[src/rtl/prof_pkg.sv]
// rtl/prof_pkg.sv - shared types and constants for the ap_ctrl transaction profiler
package prof_pkg;

  localparam int DEF_CNT_W = 32;
  localparam int DEF_ID_W  = 16;
  localparam int DROP_W    = 16;

  typedef enum logic [1:0] {IDLE, RUN, FLUSH, DONE} state_t;

  // Record layout seen by the dump/readout stage at the default widths.
  typedef struct packed {
    logic [DEF_CNT_W-1:0] ts;
    logic [DEF_CNT_W-1:0] interval;
  } start_entry_t;

  typedef struct packed {
    logic [DEF_ID_W-1:0]  id;
    logic [DEF_CNT_W-1:0] latency;
    logic [DEF_CNT_W-1:0] interval;
  } rec_t;

endpackage

[src/rtl/prof_sync_fifo.sv]
// rtl/prof_sync_fifo.sv - show-ahead synchronous FIFO, push allowed when full if popping
module prof_sync_fifo #(
  parameter int W     = 8,
  parameter int DEPTH = 8
) (
  input  logic         clock,
  input  logic         reset_n,
  input  logic         push,
  input  logic [W-1:0] push_data,
  input  logic         pop,
  output logic [W-1:0] pop_data,
  output logic         full,
  output logic         empty
);

  localparam int AW = $clog2(DEPTH);
  localparam logic [AW:0] FULL_CNT = (AW+1)'(DEPTH);

  logic [W-1:0]  mem [DEPTH];
  logic [AW-1:0] wr_ptr;
  logic [AW-1:0] rd_ptr;
  logic [AW:0]   count;
  logic          do_push;
  logic          do_pop;

  assign do_pop   = pop & ~empty;
  assign do_push  = push & (~full | do_pop);
  assign full     = (count == FULL_CNT);
  assign empty    = (count == '0);
  assign pop_data = mem[rd_ptr];

  always_ff @(posedge clock) begin
    if (do_push) mem[wr_ptr] <= push_data;
  end

  always_ff @(posedge clock or negedge reset_n) begin
    if (!reset_n) begin
      wr_ptr <= '0;
      rd_ptr <= '0;
      count  <= '0;
    end else begin
      if (do_push) wr_ptr <= wr_ptr + AW'(1);
      if (do_pop)  rd_ptr <= rd_ptr + AW'(1);
      case ({do_push, do_pop})
        2'b10:   count <= count + (AW+1)'(1);
        2'b01:   count <= count - (AW+1)'(1);
        default: count <= count;
      endcase
    end
  end

endmodule

[src/rtl/ap_ctrl_profiler.sv]
// rtl/ap_ctrl_profiler.sv - timestamps ap_ctrl_hs start/done pairs and streams latency/interval records
module ap_ctrl_profiler
  import prof_pkg::*;
#(
  parameter int CNT_W = DEF_CNT_W,
  parameter int ID_W  = DEF_ID_W,
  parameter int DEPTH = 8
) (
  input  logic              clock,
  input  logic              reset_n,
  input  logic              ap_start,
  input  logic              ap_ready,
  input  logic              ap_done,
  input  logic              ap_continue,
  input  logic              finish,
  output logic              rec_valid,
  input  logic              rec_ready,
  output logic [ID_W-1:0]   rec_id,
  output logic [CNT_W-1:0]  rec_latency,
  output logic [CNT_W-1:0]  rec_interval,
  output logic              drained,
  output logic              proto_err,
  output logic [DROP_W-1:0] drop_cnt
);

  state_t           state;
  logic [CNT_W-1:0] now;
  logic [CNT_W-1:0] last_start;
  logic             have_start;
  logic [ID_W-1:0]  id;

  logic [CNT_W-1:0] start_iv;
  logic             start_ok, done_ev;
  logic             pair_q, pair_now, paired;
  logic             sf_push, start_drop, start_take, orphan;
  logic             rf_push, rf_pop, rec_drop;

  logic             sf_full, sf_empty, rf_full, rf_empty;
  logic [2*CNT_W-1:0]      sf_rd;
  logic [CNT_W-1:0]        sf_ts, sf_iv;
  logic [ID_W+2*CNT_W-1:0] rf_wr, rf_rd;
  logic [CNT_W-1:0]        rec_lat_d, rec_iv_d;

  // New starts are only taken before finish; dones keep draining afterwards.
  assign start_ok = ap_start & ap_ready & ((state == IDLE) | (state == RUN)) & ~finish;
  assign done_ev  = ap_done & ap_continue;
  assign start_iv = have_start ? (now - last_start) : '0;

  assign {sf_ts, sf_iv} = sf_rd;

  // A done prefers the oldest queued start; a same-cycle start only pairs when nothing is queued.
  assign pair_q     = done_ev & ~sf_empty;
  assign pair_now   = done_ev & sf_empty & start_ok;
  assign paired     = pair_q | pair_now;
  assign orphan     = done_ev & sf_empty & ~start_ok;
  assign sf_push    = start_ok & ~pair_now & (~sf_full | pair_q);
  assign start_drop = start_ok & ~pair_now & sf_full & ~pair_q;
  assign start_take = pair_now | sf_push;

  assign rec_lat_d = pair_q ? (now - sf_ts) : '0;
  assign rec_iv_d  = pair_q ? sf_iv : start_iv;
  assign rf_wr     = {id, rec_lat_d, rec_iv_d};

  assign rec_valid = ~rf_empty;
  assign rf_pop    = rec_valid & rec_ready;
  assign rf_push   = paired & (~rf_full | rf_pop);
  assign rec_drop  = paired & rf_full & ~rf_pop;

  // Storage contents are undefined until written, so gate the fields while empty.
  assign rec_id       = rec_valid ? rf_rd[ID_W+2*CNT_W-1 -: ID_W] : '0;
  assign rec_latency  = rec_valid ? rf_rd[2*CNT_W-1 -: CNT_W] : '0;
  assign rec_interval = rec_valid ? rf_rd[CNT_W-1:0] : '0;

  prof_sync_fifo #(.W(2*CNT_W), .DEPTH(DEPTH)) u_start_fifo (
    .clock     (clock),
    .reset_n   (reset_n),
    .push      (sf_push),
    .push_data ({now, start_iv}),
    .pop       (pair_q),
    .pop_data  (sf_rd),
    .full      (sf_full),
    .empty     (sf_empty)
  );

  prof_sync_fifo #(.W(ID_W+2*CNT_W), .DEPTH(DEPTH)) u_rec_fifo (
    .clock     (clock),
    .reset_n   (reset_n),
    .push      (rf_push),
    .push_data (rf_wr),
    .pop       (rf_pop),
    .pop_data  (rf_rd),
    .full      (rf_full),
    .empty     (rf_empty)
  );

  always_ff @(posedge clock or negedge reset_n) begin
    if (!reset_n) begin
      now        <= '0;
      last_start <= '0;
      have_start <= 1'b0;
      id         <= '0;
      drop_cnt   <= '0;
      proto_err  <= 1'b0;
      state      <= IDLE;
      drained    <= 1'b0;
    end else begin
      now <= now + CNT_W'(1);
      if (start_take) begin
        last_start <= now;
        have_start <= 1'b1;
      end
      if (paired) id <= id + ID_W'(1);
      if (rec_drop && (drop_cnt != '1)) drop_cnt <= drop_cnt + DROP_W'(1);
      if (orphan || start_drop) proto_err <= 1'b1;
      case (state)
        IDLE: begin
          if (finish) begin
            state   <= DONE;
            drained <= 1'b1;
          end else if (start_ok) begin
            state <= RUN;
          end
        end
        RUN: begin
          if (finish) state <= FLUSH;
        end
        FLUSH: begin
          if (sf_empty) begin
            state   <= DONE;
            drained <= 1'b1;
          end
        end
        default: begin
          state   <= DONE;
          drained <= 1'b1;
        end
      endcase
    end
  end

endmodule
[config.mk]
export PLATFORM = sky130hd
export DESIGN_NAME = ap_ctrl_profiler
export DESIGN_NICKNAME = d
export VERILOG_FILES = /design/src/rtl/prof_pkg.sv /design/src/rtl/prof_sync_fifo.sv /design/src/rtl/ap_ctrl_profiler.sv
export SDC_FILE = /design/constraint.sdc
export NUM_CORES = 2
export LEC_CHECK = 0
export BUFFER_PORTS_ARGS = -buffer_cell sky130_fd_sc_hd__buf_4
export CORE_ASPECT_RATIO = 0.75
export CORE_MARGIN = 3
export CORE_UTILIZATION = 55
export CTS_CLUSTER_SIZE = 24
export DETAILED_ROUTE_END_ITERATION = 6
export GPL_TIMING_DRIVEN = 0
export HOLD_SLACK_MARGIN = 0.08
export PLACE_DENSITY = 0.78
export RECOVER_POWER = 25
export SLEW_MARGIN = 10
export SYNTH_ARGS = -nofsm -noshare
export SYNTH_HDL_FRONTEND = slang
export SYNTH_SLANG_ARGS = --single-unit
[constraint.sdc]
create_clock -name clock -period 13.81 [get_ports clock]
set_clock_uncertainty 0.05 [all_clocks]
set_input_delay 2.762 -clock clock [delete_from_list [all_inputs] [get_ports clock]]
set_output_delay 2.762 -clock clock [all_outputs]
set_load 0.1 [all_outputs]
==> summary.log <==
INFO  outcome        result_of_the_run=finished with violations
INFO  outcome        failed_checks=max-capacitance violations, max-slew violations
INFO  clock_tree     number_of_post_cts_setup_repair_buffers=0
INFO  global_routing grt_pass1_vias=29466
INFO  die            chipWidth=363um
INFO  final_layout   area_growth_syn_to_layout=14.5%
INFO  timing         setup_total_negative_slack=0ps
INFO  global_routing grt_start_max_net_pins=85
INFO  final_layout   n_antenna_cell=0
INFO  routing        avgRoutedWirePerCell=27.7um
INFO  clock_tree     cts-resized-gates=0
INFO  synthesis      synth_seq_area_share=71.4%
INFO  synthesis      async_reset_ff_share=9.51%
INFO  placed_design  hpwlAfterDp=83.3mm
INFO  synthesis      avgSynthCellArea=18.4squm
INFO  synthesis      yosys_register_bits=1273
INFO  clock_tree     cts_num_sinks=1273
INFO  timing         final_max_slew_viol_count=124
INFO  die            rows=97
INFO  power_and_ir_drop pwr-share-comb=38.7%
INFO  hold_path      worst_hold_path_type=reg2reg
INFO  final_layout   drive_gt1_share=22.7%
INFO  synthesis      commonest_register_cell_after_synthesis=edfxtp_1
INFO  global_routing groute.layer.met2.usage=40.0%
INFO  global_routing initial_antenna_violation_count=4
INFO  worst_setup_path timing.critical_path.slowest_cell_delay=3480ps
INFO  placed_design  numPortBuffers=106
INFO  power_and_ir_drop max-vdd-ir-drop=0.155mV
INFO  run            cap_viol_max_count=2
INFO  timing         max_freq=114MHz
INFO  global_routing met1_usage=36.2%
INFO  die            initial_core_utilization=56.0%
INFO  global_routing busiest_layer=met2
INFO  placed_design  place.gp.congestion=0.895
INFO  synthesis      synth.cell_area=52700squm
INFO  die            fp.dieArea=99600squm
INFO  worst_setup_path crit_required=13400ps
INFO  worst_setup_path critPathArrivalTime=8330ps
INFO  synthesis      synth_enable_flop_cells=1152
INFO  timing         timing_hold_violations_final=0
INFO  worst_setup_path critPathSlowestCell=clkbuf_1
INFO  routing        initialDrtViolationCount=3841
INFO  clock_tree     cts.root.buffer_cell=clkbuf_16
INFO  routing        drtAntennaViolNets=0
INFO  worst_setup_path worstPathMaxFanout=84
INFO  clock_tree     clkLatencyLatePin=710ps
INFO  worst_setup_path timing.critical_path.mode_cell=clkbuf_1
INFO  timing         hold_slack=428ps
INFO  power_and_ir_drop cell_internal_pwr=7.83mW
INFO  power_and_ir_drop p_clk_share=25.3%
INFO  power_and_ir_drop p_sw=4.97mW
INFO  power_and_ir_drop leakagePower=21.3nW
INFO  power_and_ir_drop power.switching_fraction=38.8%
INFO  clock_tree     cts.reportedPaths.clkPinSlew=60ps
INFO  clock_tree     h-tree-depth=3
INFO  timing         period_needed=8740ps
INFO  global_routing grt_overflow=0
INFO  synthesis      syn-num-nets=2966
INFO  timing         rsz0062_at_grt=no
INFO  timing         final_min_period_over_clock_period=63.3%
INFO  global_routing global_route_wire_length_before_repair=189mm
INFO  worst_setup_path worst_setup_path_end_kind=asynchronous set/reset pin
INFO  global_routing groute.usage.overall=25.6%
INFO  synthesis      synth.distinct_cells=74
INFO  clock_tree     max-clock-path-buffers=3
INFO  worst_setup_path worstPathCellList=clkbuf_1 -> clkbuf_1
INFO  final_layout   fin_area=60300squm
INFO  global_routing gr-usage-met3=6.59%
INFO  routing        post_drt_via_cell_ratio=6.35
INFO  power_and_ir_drop power_density=212nW/um^2
INFO  power_and_ir_drop power.share.sequential=36.0%
INFO  routing        remaining_drc_errors=0
INFO  routing        vias=28780
INFO  timing         slew_headroom=-227%
INFO  routing        drt-total-wl=125mm
INFO  final_layout   layout.cells.most_common=edfxtp_1
INFO  worst_setup_path worstSetupPathType=in2async
INFO  die            area_of_the_core=94200squm
INFO  final_layout   layout.cells.most_common_list=1152 x edfxtp_1, 288 x mux4_2, 184 x nor2_1, 149 x buf_4, 143 x mux2i_1
INFO  timing         setup_viol=0
INFO  placed_design  placed_inst_area=56500squm
INFO  synthesis      synthesis.yosys.warnings=0
INFO  worst_setup_path cp_top_family=buffers and inverters
INFO  timing         worst_pin_slew=4900ps
INFO  die            io_pins=107
INFO  clock_tree     postCtsHoldBufs=0
INFO  final_layout   nNetsFinal=3295
INFO  synthesis      netlist_instances=2871
INFO  routing        detail_route.first_pass.iterations=6
INFO  clock_tree     tritoncts=yes
INFO  clock_tree     cts_buffers=115
INFO  die            die_height=274um
INFO  worst_setup_path critical_path.n_buffers_inverters=2
INFO  worst_setup_path critPathLaunchType=input port
## Yosys cell counts (all sizes together), types with 2 or more instances
cell type  instances  area share [%]
a211oi             6            0.13
a21boi             4           0.057
a21o              45            0.64
a21oi             67            0.65
a221oi             2           0.045
a31o               9            0.15
a31oi             16            0.24
and2              21            0.25
and2b              2           0.033
and3              17            0.20
and4               8            0.13
buf               55            0.47
clkbuf            68            0.48
dfrtp            121             5.7
edfxtp          1152              66
fa                 3            0.11
ha                84             2.0
inv               58            0.41
mux2              10            0.21
mux2i            143             2.7
mux4             288              12
nand2            121            0.86
nand2b            13            0.15
nand3             45            0.43
nand3b             3           0.043
nand4             20            0.24
nor2             192             1.4
nor2b              6           0.071
nor3              15            0.15
nor3b              5           0.071
nor4               4           0.088
o2111ai            4           0.066
o211ai             6           0.095
o21a               5           0.071
o21ai             84            0.82
o21bai             9            0.13
o221ai             2           0.033
o22ai              2           0.024
o31a               4           0.085
o31ai              2           0.055
o41ai              3           0.078
or2                3           0.036
xnor2             93             1.5
xor2              42            0.70
## sequential cells by signal, indices dropped and copies added (netlist names), 2 cells and up
register             count
u_rec_fifo.mem         640
u_start_fifo.mem       512
last_start              32
now                     32
drop_cnt                16
id                      16
u_rec_fifo.count         4
u_start_fifo.count       4
u_rec_fifo.rd_ptr        3
u_rec_fifo.wr_ptr        3
u_start_fifo.rd_ptr      3
u_start_fifo.wr_ptr      3
state                    2
## path summary, 6_finish.rpt
check | end | startpoint | cells past startpoint | slack (ps)
worst max-delay path | drop_cnt[4] | reset_n | 2 | 5070
min in group asynchronous | u_start_fifo.wr_ptr[2] | reset_n | 1 | 2870
worst min-delay path | proto_err | proto_err | 1 | 430
worst min register to register | proto_err | proto_err | 1 | 430
worst max register to register | u_rec_fifo.mem[3][57] | u_start_fifo.rd_ptr[1] | 13 | 7020
max in group clock | rec_interval[25] | u_rec_fifo.rd_ptr[0] | 7 | 6040
## routing by layer
metal | wire length, um | vias to the layer above | share of wire, %
li1 | - | 12054 | -
met1 | 49800 | 14939 | 40
met2 | 59300 | 1557 | 47
met3 | 13200 | 226 | 11
met4 | 3250 | 4 | 2.6
met5 | 24 | - | 0.019
## per-stage QoR
step / worst slack [ps] / instances / utilization (%) / total power [mW]
floorplan: 4030 / 2871 / - / 8.31
global placement: -2010 / 4214 / 58.5 / 9.49
detailed placement: 6960 / 4320 / 60.0 / 9.61
CTS: 6360 / 4535 / 64.1 / 12.9
global route: 4100 / 4535 / 64.1 / 13.2
finish: 5070 / 4535 / 64.1 / 12.8
## area by class of cell
| class | count | area [sq um] |
|---|---|---|
| buffer | 123 | 500 |
| fill | 6129 | 33800 |
| clock buffer | 147 | 3110 |
| clock inverter | 68 | 751 |
| timing repair buffer | 212 | 2130 |
| tap | 1237 | 1550 |
| sequential | 1273 | 37600 |
| inverter | 59 | 221 |
| multi-input combinational | 1416 | 14500 |
## cells by family (layout without fill, tap and decap cells)
logic type	Yosys count	in the layout	share of synthesized area (%)
DFF	1273	1273	71.4
and+or+nand+nor	477	477	4.19
muxes	441	441	15.2
AOI/OAI and AO/OA	276	276	3.48
buffers and inverters	182	609	1.37
xor gates and xnor gates	135	135	2.24
adders and majority gates	87	87	2.11
## power by group through the flow
stage | combinational (mW) | clock, mW | sequential, mW
CTS | 4.97 | 3.28 | 4.61
global route | 5.19 | 3.42 | 4.62
finish | 4.95 | 3.24 | 4.61
floorplan | 3.62 | 0 | 4.69
global placement | 4.79 | 0 | 4.70
detailed placement | 4.93 | 0 | 4.68
Power figures use the tool's default switching activity.
